[config.mk]
export PLATFORM = sky130hd
export DESIGN_NAME = instr_fetch_flat
export DESIGN_NICKNAME = d
export VERILOG_FILES = /design/src/rtl/jericalla_pkg.sv /design/src/rtl/instr_fetch_if.sv /design/src/rtl/instr_fetch.sv /design/src/flat_wrapper.sv
export SDC_FILE = /design/constraint.sdc
export NUM_CORES = 1
export LEC_CHECK = 0
export CAP_MARGIN = 30
export CORE_ASPECT_RATIO = 0.6
export CORE_MARGIN = 10
export CORE_UTILIZATION = 46
export CTS_CLUSTER_DIAMETER = 150
export DETAILED_ROUTE_END_ITERATION = 10
export GPL_TIMING_DRIVEN = 0
export PLACE_DENSITY = 0.85
export SLEW_MARGIN = 40
export SYNTH_ARGS = -nofsm -noshare
export SYNTH_HDL_FRONTEND = slang
export SYNTH_SLANG_ARGS = --single-unit
export TNS_END_PERCENT = 30
[constraint.sdc]
create_clock -name clk -period 4.3 [get_ports clk]
set_input_delay 0.645 -clock clk [delete_from_list [all_inputs] [get_ports clk]]
set_output_delay 0.645 -clock clk [all_outputs]
set_load 0.05 [all_outputs]
[src/rtl/jericalla_pkg.sv]
// Shared definitions for the Jericalla datapath: instruction layout,
// opcode encodings and the fetch-stage state encoding.
package jericalla_pkg;

    localparam int INSTR_W = 17;

    // Instruction field positions: op | rd | rs1 | rs2
    localparam int OP_MSB  = 16;
    localparam int OP_LSB  = 15;
    localparam int RD_MSB  = 14;
    localparam int RD_LSB  = 10;
    localparam int RS1_MSB = 9;
    localparam int RS1_LSB = 5;
    localparam int RS2_MSB = 4;
    localparam int RS2_LSB = 0;

    localparam logic [1:0] OP_ADD  = 2'b00;
    localparam logic [1:0] OP_SUB  = 2'b01;
    localparam logic [1:0] OP_TERN = 2'b10;
    localparam logic [1:0] OP_SW   = 2'b11;

    typedef enum logic [2:0] {
        ST_IDLE = 3'd0,
        ST_REQ  = 3'd1,
        ST_WAIT = 3'd2,
        ST_HOLD = 3'd3,
        ST_DONE = 3'd4
    } fetch_state_e;

endpackage

[src/rtl/instr_fetch_if.sv]
// Fetch-stage bus: run control, instruction-memory read port and the
// decoded-field handshake toward the control decoder / register file.
interface instr_fetch_if #(
    parameter int ADDR_W = 8
);
    logic              start;
    logic              imem_req;
    logic [ADDR_W-1:0] imem_addr;
    logic [16:0]       imem_rdata;
    logic              imem_valid;
    logic              out_valid;
    logic              out_ready;
    logic [1:0]        op;
    logic [4:0]        rd;
    logic [4:0]        rs1;
    logic [4:0]        rs2;
    logic [ADDR_W-1:0] pc;
    logic              busy;
    logic              done;

    // Fetch unit side
    modport master (
        input  start, imem_rdata, imem_valid, out_ready,
        output imem_req, imem_addr, out_valid, op, rd, rs1, rs2, pc, busy, done
    );

    // Environment side: memory, run control and downstream consumer
    modport slave (
        output start, imem_rdata, imem_valid, out_ready,
        input  imem_req, imem_addr, out_valid, op, rd, rs1, rs2, pc, busy, done
    );
endinterface

[src/rtl/instr_fetch.sv]
// Instruction fetch stage: program counter, instruction register and the
// request/wait/hold sequencer. Every output is decoded from state or read
// straight from a register, so out_ready and imem_valid never reach an
// output combinationally.
//
//   state | meaning
//   IDLE  | waiting for start after reset
//   REQ   | one-cycle read request at pc
//   WAIT  | waiting for imem_valid (no timeout)
//   HOLD  | fields valid, waiting for out_ready
//   DONE  | last instruction consumed, waiting for start
module instr_fetch
    import jericalla_pkg::*;
#(
    parameter int ADDR_W    = 8,
    parameter int LAST_ADDR = 2**ADDR_W - 1
) (
    input  logic          clk,
    input  logic          rst_n,
    instr_fetch_if.master bus
);

    localparam logic [ADDR_W-1:0] LAST_PC = ADDR_W'(LAST_ADDR);

    fetch_state_e         r_state;
    fetch_state_e         w_state_nxt;
    logic [ADDR_W-1:0]    r_pc;
    logic [ADDR_W-1:0]    w_pc_nxt;
    logic [INSTR_W-1:0]   r_ir;
    logic                 w_ir_load;

    // State, pc and instruction register
    always_ff @(posedge clk or negedge rst_n) begin
        if (!rst_n) begin
            r_state <= ST_IDLE;
            r_pc    <= '0;
            r_ir    <= '0;
        end else begin
            r_state <= w_state_nxt;
            r_pc    <= w_pc_nxt;
            if (w_ir_load) begin
                r_ir <= bus.imem_rdata;
            end
        end
    end

    // Next-state, pc update and IR load enable
    always_comb begin
        w_state_nxt = r_state;
        w_pc_nxt    = r_pc;
        w_ir_load   = 1'b0;
        case (r_state)
            ST_IDLE: begin
                if (bus.start) begin
                    w_pc_nxt    = '0;
                    w_state_nxt = ST_REQ;
                end
            end
            ST_REQ: begin
                w_state_nxt = ST_WAIT;
            end
            ST_WAIT: begin
                if (bus.imem_valid) begin
                    w_ir_load   = 1'b1;
                    w_state_nxt = ST_HOLD;
                end
            end
            ST_HOLD: begin
                if (bus.out_ready) begin
                    if (r_pc == LAST_PC) begin
                        w_state_nxt = ST_DONE;
                    end else begin
                        w_pc_nxt    = r_pc + ADDR_W'(1);
                        w_state_nxt = ST_REQ;
                    end
                end
            end
            ST_DONE: begin
                if (bus.start) begin
                    w_pc_nxt    = '0;
                    w_state_nxt = ST_REQ;
                end
            end
            default: begin
                w_state_nxt = ST_IDLE;
            end
        endcase
    end

    assign bus.imem_req  = (r_state == ST_REQ);
    assign bus.imem_addr = r_pc;
    assign bus.out_valid = (r_state == ST_HOLD);
    assign bus.busy      = (r_state == ST_REQ) || (r_state == ST_WAIT) || (r_state == ST_HOLD);
    assign bus.done      = (r_state == ST_DONE);
    assign bus.pc        = r_pc;

    // Fields come straight from IR so they stay stable through HOLD
    assign bus.op  = r_ir[OP_MSB:OP_LSB];
    assign bus.rd  = r_ir[RD_MSB:RD_LSB];
    assign bus.rs1 = r_ir[RS1_MSB:RS1_LSB];
    assign bus.rs2 = r_ir[RS2_MSB:RS2_LSB];

endmodule

[src/flat_wrapper.sv]
// flat-port wrapper written by rule: the top's interface ports become plain ports
module instr_fetch_flat import jericalla_pkg::*;
#(
    parameter int ADDR_W    = 8,
    parameter int LAST_ADDR = 2**ADDR_W - 1
)
  (clk, rst_n, bus_start, bus_imem_rdata, bus_imem_valid, bus_out_ready, bus_imem_req, bus_imem_addr, bus_out_valid, bus_op, bus_rd, bus_rs1, bus_rs2, bus_pc, bus_busy, bus_done);
  instr_fetch_if #(.ADDR_W(ADDR_W)) bus_i ();
  input  logic clk;
  input  logic rst_n;
  input wire logic [$bits(bus_i.start)-1:0] bus_start;
  input wire logic [$bits(bus_i.imem_rdata)-1:0] bus_imem_rdata;
  input wire logic [$bits(bus_i.imem_valid)-1:0] bus_imem_valid;
  input wire logic [$bits(bus_i.out_ready)-1:0] bus_out_ready;
  output wire logic [$bits(bus_i.imem_req)-1:0] bus_imem_req;
  output wire logic [$bits(bus_i.imem_addr)-1:0] bus_imem_addr;
  output wire logic [$bits(bus_i.out_valid)-1:0] bus_out_valid;
  output wire logic [$bits(bus_i.op)-1:0] bus_op;
  output wire logic [$bits(bus_i.rd)-1:0] bus_rd;
  output wire logic [$bits(bus_i.rs1)-1:0] bus_rs1;
  output wire logic [$bits(bus_i.rs2)-1:0] bus_rs2;
  output wire logic [$bits(bus_i.pc)-1:0] bus_pc;
  output wire logic [$bits(bus_i.busy)-1:0] bus_busy;
  output wire logic [$bits(bus_i.done)-1:0] bus_done;
  assign bus_i.start = bus_start;
  assign bus_i.imem_rdata = bus_imem_rdata;
  assign bus_i.imem_valid = bus_imem_valid;
  assign bus_i.out_ready = bus_out_ready;
  assign bus_imem_req = bus_i.imem_req;
  assign bus_imem_addr = bus_i.imem_addr;
  assign bus_out_valid = bus_i.out_valid;
  assign bus_op = bus_i.op;
  assign bus_rd = bus_i.rd;
  assign bus_rs1 = bus_i.rs1;
  assign bus_rs2 = bus_i.rs2;
  assign bus_pc = bus_i.pc;
  assign bus_busy = bus_i.busy;
  assign bus_done = bus_i.done;
  instr_fetch #(.ADDR_W(ADDR_W), .LAST_ADDR(LAST_ADDR)) u_core (.clk(clk), .rst_n(rst_n), .bus(bus_i));
endmodule
Word level (Yosys, flattened, before mapping)
Cells that the tools add are included.
{ "op_classes": {"n_addsub": 1, "muxes": 11, "reduce_logical": 7, "eq_ne": 9} }
{ "op_table": {"columns": ["op", "count"], "rows": [
  ["two-way mux 8 bit", 3],
  ["case mux 8 bit (2 select lines)", 1],
  ["two-way mux 3 bit", 4],
  ["case mux 3 bit (4 select lines)", 1],
  ["adder 8 x 1 -> 8 bit (second input constant)", 1],
  ["equality test 8 bit (second input constant)", 1],
  ["equality test 3 x 2 -> 1 bit (second input constant)", 2],
  ["inequality test 2 bit (second input constant)", 3],
  ["AND reduction 4 bit", 1],
  ["equality test 3 x 1 -> 1 bit (second input constant)", 1],
  ["equality test 3 bit (second input constant)", 1],
  ["zero test 3 bit", 1],
  ["AND reduction 3 bit", 1],
  ["logical OR 1 bit", 2],
  ["two-way mux 1 bit", 2],
  ["inequality test 2 x 1 -> 1 bit (second input constant)", 1],
  ["nonzero test 2 bit", 1],
  ["OR reduction 2 bit", 1]
]} }
{ "word_totals": {"regBits": 28, "output_inout_bits": 37, "elab_cells": 31} }

Logic depth before layout (Yosys ltp)
Gate-level depths: netlist (run 1).
{ "logic_depth": {"word_depth": 4, "mapped_depth": 5} }

Worst setup path after synthesis (run 1)
Ideal clock, no wire load.
{ "synth_path": {"path_type": "reg-to-output", "startpoint": "register u_core.r_state[0]", "endpoint": "output port bus_imem_req", "arrival_time_ns": 1.802, "t_required_ns": 3.655, "stages_incl_launch_ff": 3, "n_path_buf": 1, "setup_slack_ns": 1.853, "cell_sequence": "dfrtp_1 buf_2 nor3b_1"} }
{ "synth_via": {"elab_chain_len": 1} }
{ "synth_lines": {"columns": ["element", "line_no", "text"], "rows": [
  ["start: declaration", "instr_fetch.sv:25", "fetch_state_e r_state;"],
  ["start signal: assignment", "instr_fetch.sv:39", "r_state <= w_state_nxt;"],
  ["equality test 3 x 1 -> 1 bit", "instr_fetch.sv:90", "assign bus.imem_req = (r_state == ST_REQ);"],
  ["end: declaration", "flat_wrapper.sv:15", "output wire logic [$bits(bus_i.imem_req)-1:0] bus_imem_req;"]
]} }
Every way passes these cells.

Worst setup path after layout (run 1)
{ "layout_path": {"startpoint": "register u_core.r_state[0]", "endpoint": "output port bus_done"} }
{ "layout_via": {"elab_chain_len": 1} }
{ "layout_lines": {"columns": ["element", "line_no", "text"], "rows": [
  ["equality test 3 bit", "instr_fetch.sv:94", "assign bus.done = (r_state == ST_DONE);"],
  ["end: declaration", "flat_wrapper.sv:24", "output wire logic [$bits(bus_i.done)-1:0] bus_done;"]
]} }
Every way passes these cells.

==> results of run 1 <==
==> per-layer routing <==
metal  part of all wire (%)  up-vias
li1                       -      553
met1                     50      564
met2                     43       56
met3                    6.5        6
met4                   0.69        0
met5                      0        -
==> placed cells by master (no fill, tap or decap), types with 2 or more instances in the layout <==
cell             netlist  final
nor4_2                 2      2
nor2_1                 5      5
mux2i_1                2      2
nand2_1                8      8
clkbuf_8               0      3
buf_2                  1      2
mux2_4                10     10
clkdlybuf4s50_1        0     57
a31oi_1                3      3
nand3_1                6      6
dfrtp_1               28     28
a21oi_1                4      4
o21ai_0                5      5
mux2_2                 7      7
o21a_1                 4      4
buf_4                 10     10
==> registers in the layout, summed over array words and instances (netlist names) <==
signal,cells
u_core.r_ir,17
u_core.r_state,3
u_core.bus.imem_addr,8
==> final timing paths <==
| check | startpoint | to | slack (ns) | cells past startpoint |
|---|---|---|---|---|
| max | u_core.r_state[0] | bus_done | 1.30 | 4 |
| min | rst_n | u_core.r_ir[0] | 0.36 | 1 |
| max reg2reg | u_core.bus.imem_addr[0] | u_core.bus.imem_addr[5] | 2.62 | 5 |
| min reg2reg | u_core.r_ir[1] | u_core.r_ir[1] | 0.51 | 1 |
| max in group asynchronous | rst_n | u_core.r_ir[6] | 3.55 | 1 |
| min in group clk | u_core.r_ir[1] | u_core.r_ir[1] | 0.51 | 1 |
==> where the power goes <==
| part | switching [mW] | total (mW) | internal (mW) |
|---|---|---|---|
| Clock | 0.0805 | 0.205 | 0.125 |
| Sequential | 0.0855 | 0.458 | 0.372 |
| Combinational | 0.700 | 1.14 | 0.436 |
==> cell type report <==
class                           count  area share [%]
Sequential cell                    28            32.4
Multi-Input combinational cell     77            29.9
Timing Repair Buffer               58            26.6
Buffer                             13            5.15
Tap cell                           42            2.43
Clock buffer                        3            1.91
Clock inverter                      1            1.39
Inverter                            1           0.174
==> synth_stat cells (all sizes together) <==
| cell type | n | area [um^2] |
|---|---|---|
| nor3 | 1 | 5.00 |
| and3 | 1 | 6.26 |
| nor2 | 5 | 18.8 |
| and2 | 1 | 6.26 |
| o221ai | 1 | 8.76 |
| o32ai | 1 | 16.3 |
| ha | 1 | 12.5 |
| nor4 | 2 | 25.0 |
| a21o | 1 | 7.51 |
| nand2b | 1 | 6.26 |
| buf | 13 | 111 |
| and4 | 1 | 8.76 |
| nand2 | 8 | 30.0 |
| a41oi | 1 | 8.76 |
| o21a | 4 | 30.0 |
| nand4b | 1 | 23.8 |
| or3 | 1 | 6.26 |
| a21oi | 4 | 20.0 |
| o21ai | 7 | 38.8 |
| o22ai | 1 | 6.26 |
| a31oi | 3 | 18.8 |
| dfrtp | 28 | 701 |
| a32oi | 1 | 8.76 |
| mux2 | 17 | 229 |
| mux2i | 2 | 20.0 |
| inv | 1 | 3.75 |
| nor3b | 1 | 7.51 |
| and2b | 1 | 7.51 |
| nor4bb | 1 | 16.3 |
| nand4 | 1 | 12.5 |
| and4b | 1 | 10.0 |
| nand3 | 6 | 30.0 |
==> kinds of logic (layout without fill, tap and decap cells) <==
family / after synthesis / count (layout) / share of synthesized area, %
buffers and inverters: 14 / 76 / 7.88
AOI/OAI and AO/OA: 24 / 24 / 11.2
and+or+nand+nor: 33 / 33 / 15.1
DFF: 28 / 28 / 47.9
muxes: 19 / 19 / 17.0
adders and majority gates: 1 / 1 / 0.856
==> worst max-delay path: cells and delay by family (launching register included) <==
kind	cells	cell delay [ns]
flip-flops	1	0.44
AND/OR/NAND/NOR	2	0.60
buffers and inverters	2	1.02
==> stage by stage <==
stage	setup slack (ns)	utilization [%]	hold slack [ns]	total power [mW]	instance area, um^2
floorplan	1.85	-	0.349	1.23	1460
global placement	1.67	71.1	0.488	1.56	2090
CTS	1.33	73.3	0.390	1.81	2160
global route	1.28	73.3	0.408	1.89	2160
detailed placement	1.67	70.9	0.494	1.60	2090
finish	1.30	73.3	0.364	1.80	2160
==> flow_summary.yaml, run 1 <==
clock_network:
  clk_path_buf_depth: 2
  htreeDepth: 1
  post_cts_buffers: 0
  cts_resized: 0
  clk_latency_ns: 0.27
  tritoncts: "done"
  cts_hold_buf: 0
  clock-sinks: 28
  cts.clk_slew.worst_paths_ns: 0.09
  clock-root-buffer: "clkbuf_8"
  numCtsBuffers: 3
timing:
  fmax_ghz: 0.334
  timing.final.hold_violations: 0
  slew_viol_final: 0
  finalCritPeriodShare_pct: 69.7
  rsz0062_at_grt: "no"
  worst_pin_slew_ns: 0.595
  finalClockSkew_ns: 0.00310
  slew_headroom_pct: 60.4
  final.setup.tns_ns: 0
  final-setup-viol-count: 0
  fin_crit_ns: 3.00
floorplan:
  start_util_pct: 49.6
  coreArea_um2: 2950
  fp.dieH_um: 63.7
  rows: 15
  die_width_um: 92.8
  die_area_um2: 5910
  ios: 59
power_and_ir_drop:
  leakage_nw: 0.911
  vdd_drop_max_uv: 404
  powerDensity_nw_per_um2: 833
final_layout:
  synthToLayoutAreaGrowth_pct: 47.9
  num-fill-cells: 199
  antennaDiodeCount: 0
  seqCellArea_um2: 701
  layout-drive-gt1-share_pct: 23.2
  stdcell_count: 223
  multi_input_area_um2: 646
  fin_nets: 205
logic_synthesis:
  syn_nets: 142
  synthCells: 119
  synth_cell_types: 38
  synth_warnings: 0
  seq_area_frac_synth_pct: 47.9
  synth_seq_cells: 28
  syn_avg_cell_area_um2: 12.3
  synthesis.area_um2: 1460
global_routing:
  grt_busiest_layer: "met2"
  grt_use_total_pct: 14.4
  grt_util_met2_pct: 23.1
  grt-ovfl-total: 0
  grt_max_degree: 29
  use_met1_pct: 18.7
  grt.met3_usage_pct: 4.61
  antenna_found_initial: 0
  grt_pass1_vias: 1263
  grt_pass1_wl_um: 6870
critical_path:
  crit_chain: "buf_2 > nor2_1 > and2_1 > clkdlybuf4s50_1"
  criticalPathCategory: "register to primary output"
  slowest_delay_ns: 0.81
  start_kind: "register"
  critPathArrivalTime_ns: 2.35
  cp_slowest_cell: "clkdlybuf4s50_1"
  cp.required_ns: 3.65
  crit_fanout: 10
  end_kind: "primary output"
detailed_routing:
  drtAntennaViolNets: 0
  drt_wl_total_um: 4080
  dr.pass1.iters: 4
  vias: 1179
  drc: 0
  routedWlPerCell_um: 18.3
  via_per_inst: 5.29
  drt_iter0_drc: 53
hold_path:
  hold_path.class: "input pin to asynchronous set/reset pin"
outcome:
  outcome: "complete, no violations"
placement:
  placedCellCount: 219
  place.gp.congestion: 0.849
  dp_hpwl_um: 3240
  portBuffers: 58
flow_run:
  maxCapViolCount: 0
No activity file was read; power rests on OpenSTA's default activity.
==> inputs of run 2 (changes only) <==
--- a/config.mk
+++ b/config.mk
@@ -8,11 +8,11 @@
 export CAP_MARGIN = 30
 export CORE_ASPECT_RATIO = 0.6
 export CORE_MARGIN = 10
-export CORE_UTILIZATION = 46
+export CORE_UTILIZATION = 43
 export CTS_CLUSTER_DIAMETER = 150
 export DETAILED_ROUTE_END_ITERATION = 10
 export GPL_TIMING_DRIVEN = 0
-export PLACE_DENSITY = 0.85
+export PLACE_DENSITY = 0.8
 export SLEW_MARGIN = 40
 export SYNTH_ARGS = -nofsm -noshare
 export SYNTH_HDL_FRONTEND = slang
==> constraint.sdc (replaced) <==
create_clock -name clk -period 3 [get_ports clk]
set_input_delay 0.45 -clock clk [delete_from_list [all_inputs] [get_ports clk]]
set_output_delay 0.45 -clock clk [all_outputs]
set_load 0.05 [all_outputs]
==> run 2 against run 1 <==
  * Core utilization down 7.0 points
  * Largest power group unchanged
  * Sequential power up 42%
  * Combinational power up 41%
  * Wire length down 5.7%
  * First-iteration DRC count down 1.9%
  * Clock power up 44%
  * Die area up 5.1%
  * Flip-flop and latch count unchanged
  * Non-clock buffer count unchanged
  * Sequential share of layout area down 0.056 points
==> flow_summary.yaml, run 2 (synthesized netlist as in run 1, its figures left out) <==
global_routing:
  grt_use_total_pct: 12.0
  grt_pass1_vias: 1169
  grt_max_degree: 29
  antenna_found_initial: 0
  grt-ovfl-total: 0
  grt_pass1_wl_um: 5960
placement:
  dp_hpwl_um: 2980
  placedCellCount: 222
  place.gp.congestion: 0.871
  portBuffers: 58
final_layout:
  layout_common_cells: "clkdlybuf4s50_1, dfrtp_1, buf_4, mux2_4, nand2_1"
  layout_commonest_cell: "clkdlybuf4s50_1"
  num-fill-cells: 242
  stdcell_count: 226
  layout-drive-gt1-share_pct: 23.2
  largest_reg_flops: 17
  fin_nets: 205
  synthToLayoutAreaGrowth_pct: 48.1
  antennaDiodeCount: 0
  largest_register: "u_core.r_ir"
detailed_routing:
  dr.pass1.iters: 4
  vias: 1161
  drt-met1-wl_um: 1770
  drt_iter0_drc: 52
  drt_wl_total_um: 3850
  routedWlPerCell_um: 17.0
  dr_wl_met2_um: 1550
  via_per_inst: 5.14
  routed.top_layer: "met4"
  routed-wl-met3_um: 470
  drtAntennaViolNets: 0
  drc: 0
floorplan:
  die_width_um: 95.3
  die_area_um2: 6210
  fp.dieH_um: 65.2
  rows: 16
  ios: 59
  coreArea_um2: 3260
  start_util_pct: 44.8
critical_path:
  crit_fanout: 10
  slowest_delay_ns: 0.80
  criticalPathCategory: "register to primary output"
  worstReg2RegStart: "u_core.bus.imem_addr[0]"
  start_kind: "register"
  crit_path_start: "u_core.r_state[0]"
  end_kind: "primary output"
  critPathArrivalTime_ns: 2.34
  cp_slowest_cell: "clkdlybuf4s50_1"
  cp.required_ns: 2.55
  crit_chain: "buf_2 > nor2_1 > and2_1 > clkdlybuf4s50_1"
clock_network:
  post_cts_buffers: 0
  clk_latency_ns: 0.28
  cts.clk_slew.worst_paths_ns: 0.09
  cts_resized: 0
  numCtsBuffers: 3
  tritoncts: "done"
  clk_path_buf_depth: 2
  clock-root-buffer: "clkbuf_8"
  clock-sinks: 28
  htreeDepth: 1
  cts_hold_buf: 0
timing:
  final-setup-viol-count: 0
  timing.final.hold_violations: 0
  fin_crit_ns: 2.79
  rsz0062_at_grt: "no"
  worst_pin_slew_ns: 0.599
  slew_headroom_pct: 60.1
  fmax_ghz: 0.359
  final.setup.tns_ns: 0
  slew_viol_final: 0
  finalCritPeriodShare_pct: 92.9
  whs_ns: 0.169
  finalClockSkew_ns: 0.00371
power_and_ir_drop:
  intPower_mw: 1.34
  p_sw_mw: 1.22
  p_seq_share_pct: 25.4
  vdd_drop_max_uv: 704
  powerDensity_nw_per_um2: 1180
  p_comb_share_pct: 63.0
  swShare_pct: 47.6
  pwr-share-clk_pct: 11.6
  leakage_nw: 0.911
hold_path:
  hold_path.class: "input pin to asynchronous set/reset pin"
outcome:
  outcome: "complete, no violations"
flow_run:
  maxCapViolCount: 0
-- run 2: cell counts in the layout (fill, tap and decap cells not counted) --
Identical to the previous run, type by type.
-- run 2: stage by stage --
| stage | cell area, um^2 | power [mW] | worst slack (ns) | util [%] |
|---|---|---|---|---|
| finish | 2160 | 2.56 | 0.214 | 66.3 |
| global route | 2160 | 2.68 | 0.124 | 66.3 |
| CTS | 2160 | 2.58 | 0.206 | 66.3 |
| detailed placement | 2090 | 2.28 | 0.530 | 64.1 |
| global placement | 2100 | 2.24 | 0.568 | 64.3 |
| floorplan | 1460 | 1.76 | 0.748 | - |
-- run 2: per-layer routing --
layer	track usage [%]	vias to the layer above
li1	-	551
met1	15.3	549
met2	17.5	55
met3	6.12	6
met4	2.97	0
met5	0	-
-- run 2: layout make-up --
cell class | count | area [um^2] | share of cell area [%]
buffer | 13 | 111 | 5.14
clock buffer | 3 | 41.3 | 1.91
clock inverter | 1 | 30.0 | 1.39
inverter | 1 | 3.75 | 0.173
multi-input combinational | 77 | 646 | 29.8
sequential | 28 | 701 | 32.4
tap | 45 | 56.3 | 2.60
timing repair buffer | 58 | 576 | 26.6
-- run 2: final timing paths --
kind | endpoint | slack [ns] | depth (start not counted)
worst min-delay path | u_core.r_ir[11] | 0.17 | 1
worst max register to register | u_core.bus.imem_addr[5] | 1.27 | 5
max in group asynchronous | u_core.r_ir[6] | 2.44 | 1
worst min register to register | u_core.r_ir[2] | 0.51 | 1
min in group clk | u_core.r_ir[2] | 0.51 | 1
worst max-delay path | bus_done | 0.21 | 4
-- run 2: critical path: cells and delay by family, from the launching register on --
kind          cells  cell delay [ns]
buf+inv           2             1.01
flops             1             0.44
simple gates      2             0.60
-- run 2: power groups by stage --
stage / clock network, mW / registers, mW / logic [mW]
final: 0.295 / 0.649 / 1.61
after global routing: 0.317 / 0.671 / 1.69
after CTS: 0.302 / 0.652 / 1.63
after detailed placement: 0 / 0.660 / 1.62
after global placement: 0 / 0.646 / 1.60
after floorplan: 0 / 1.15 / 0.609
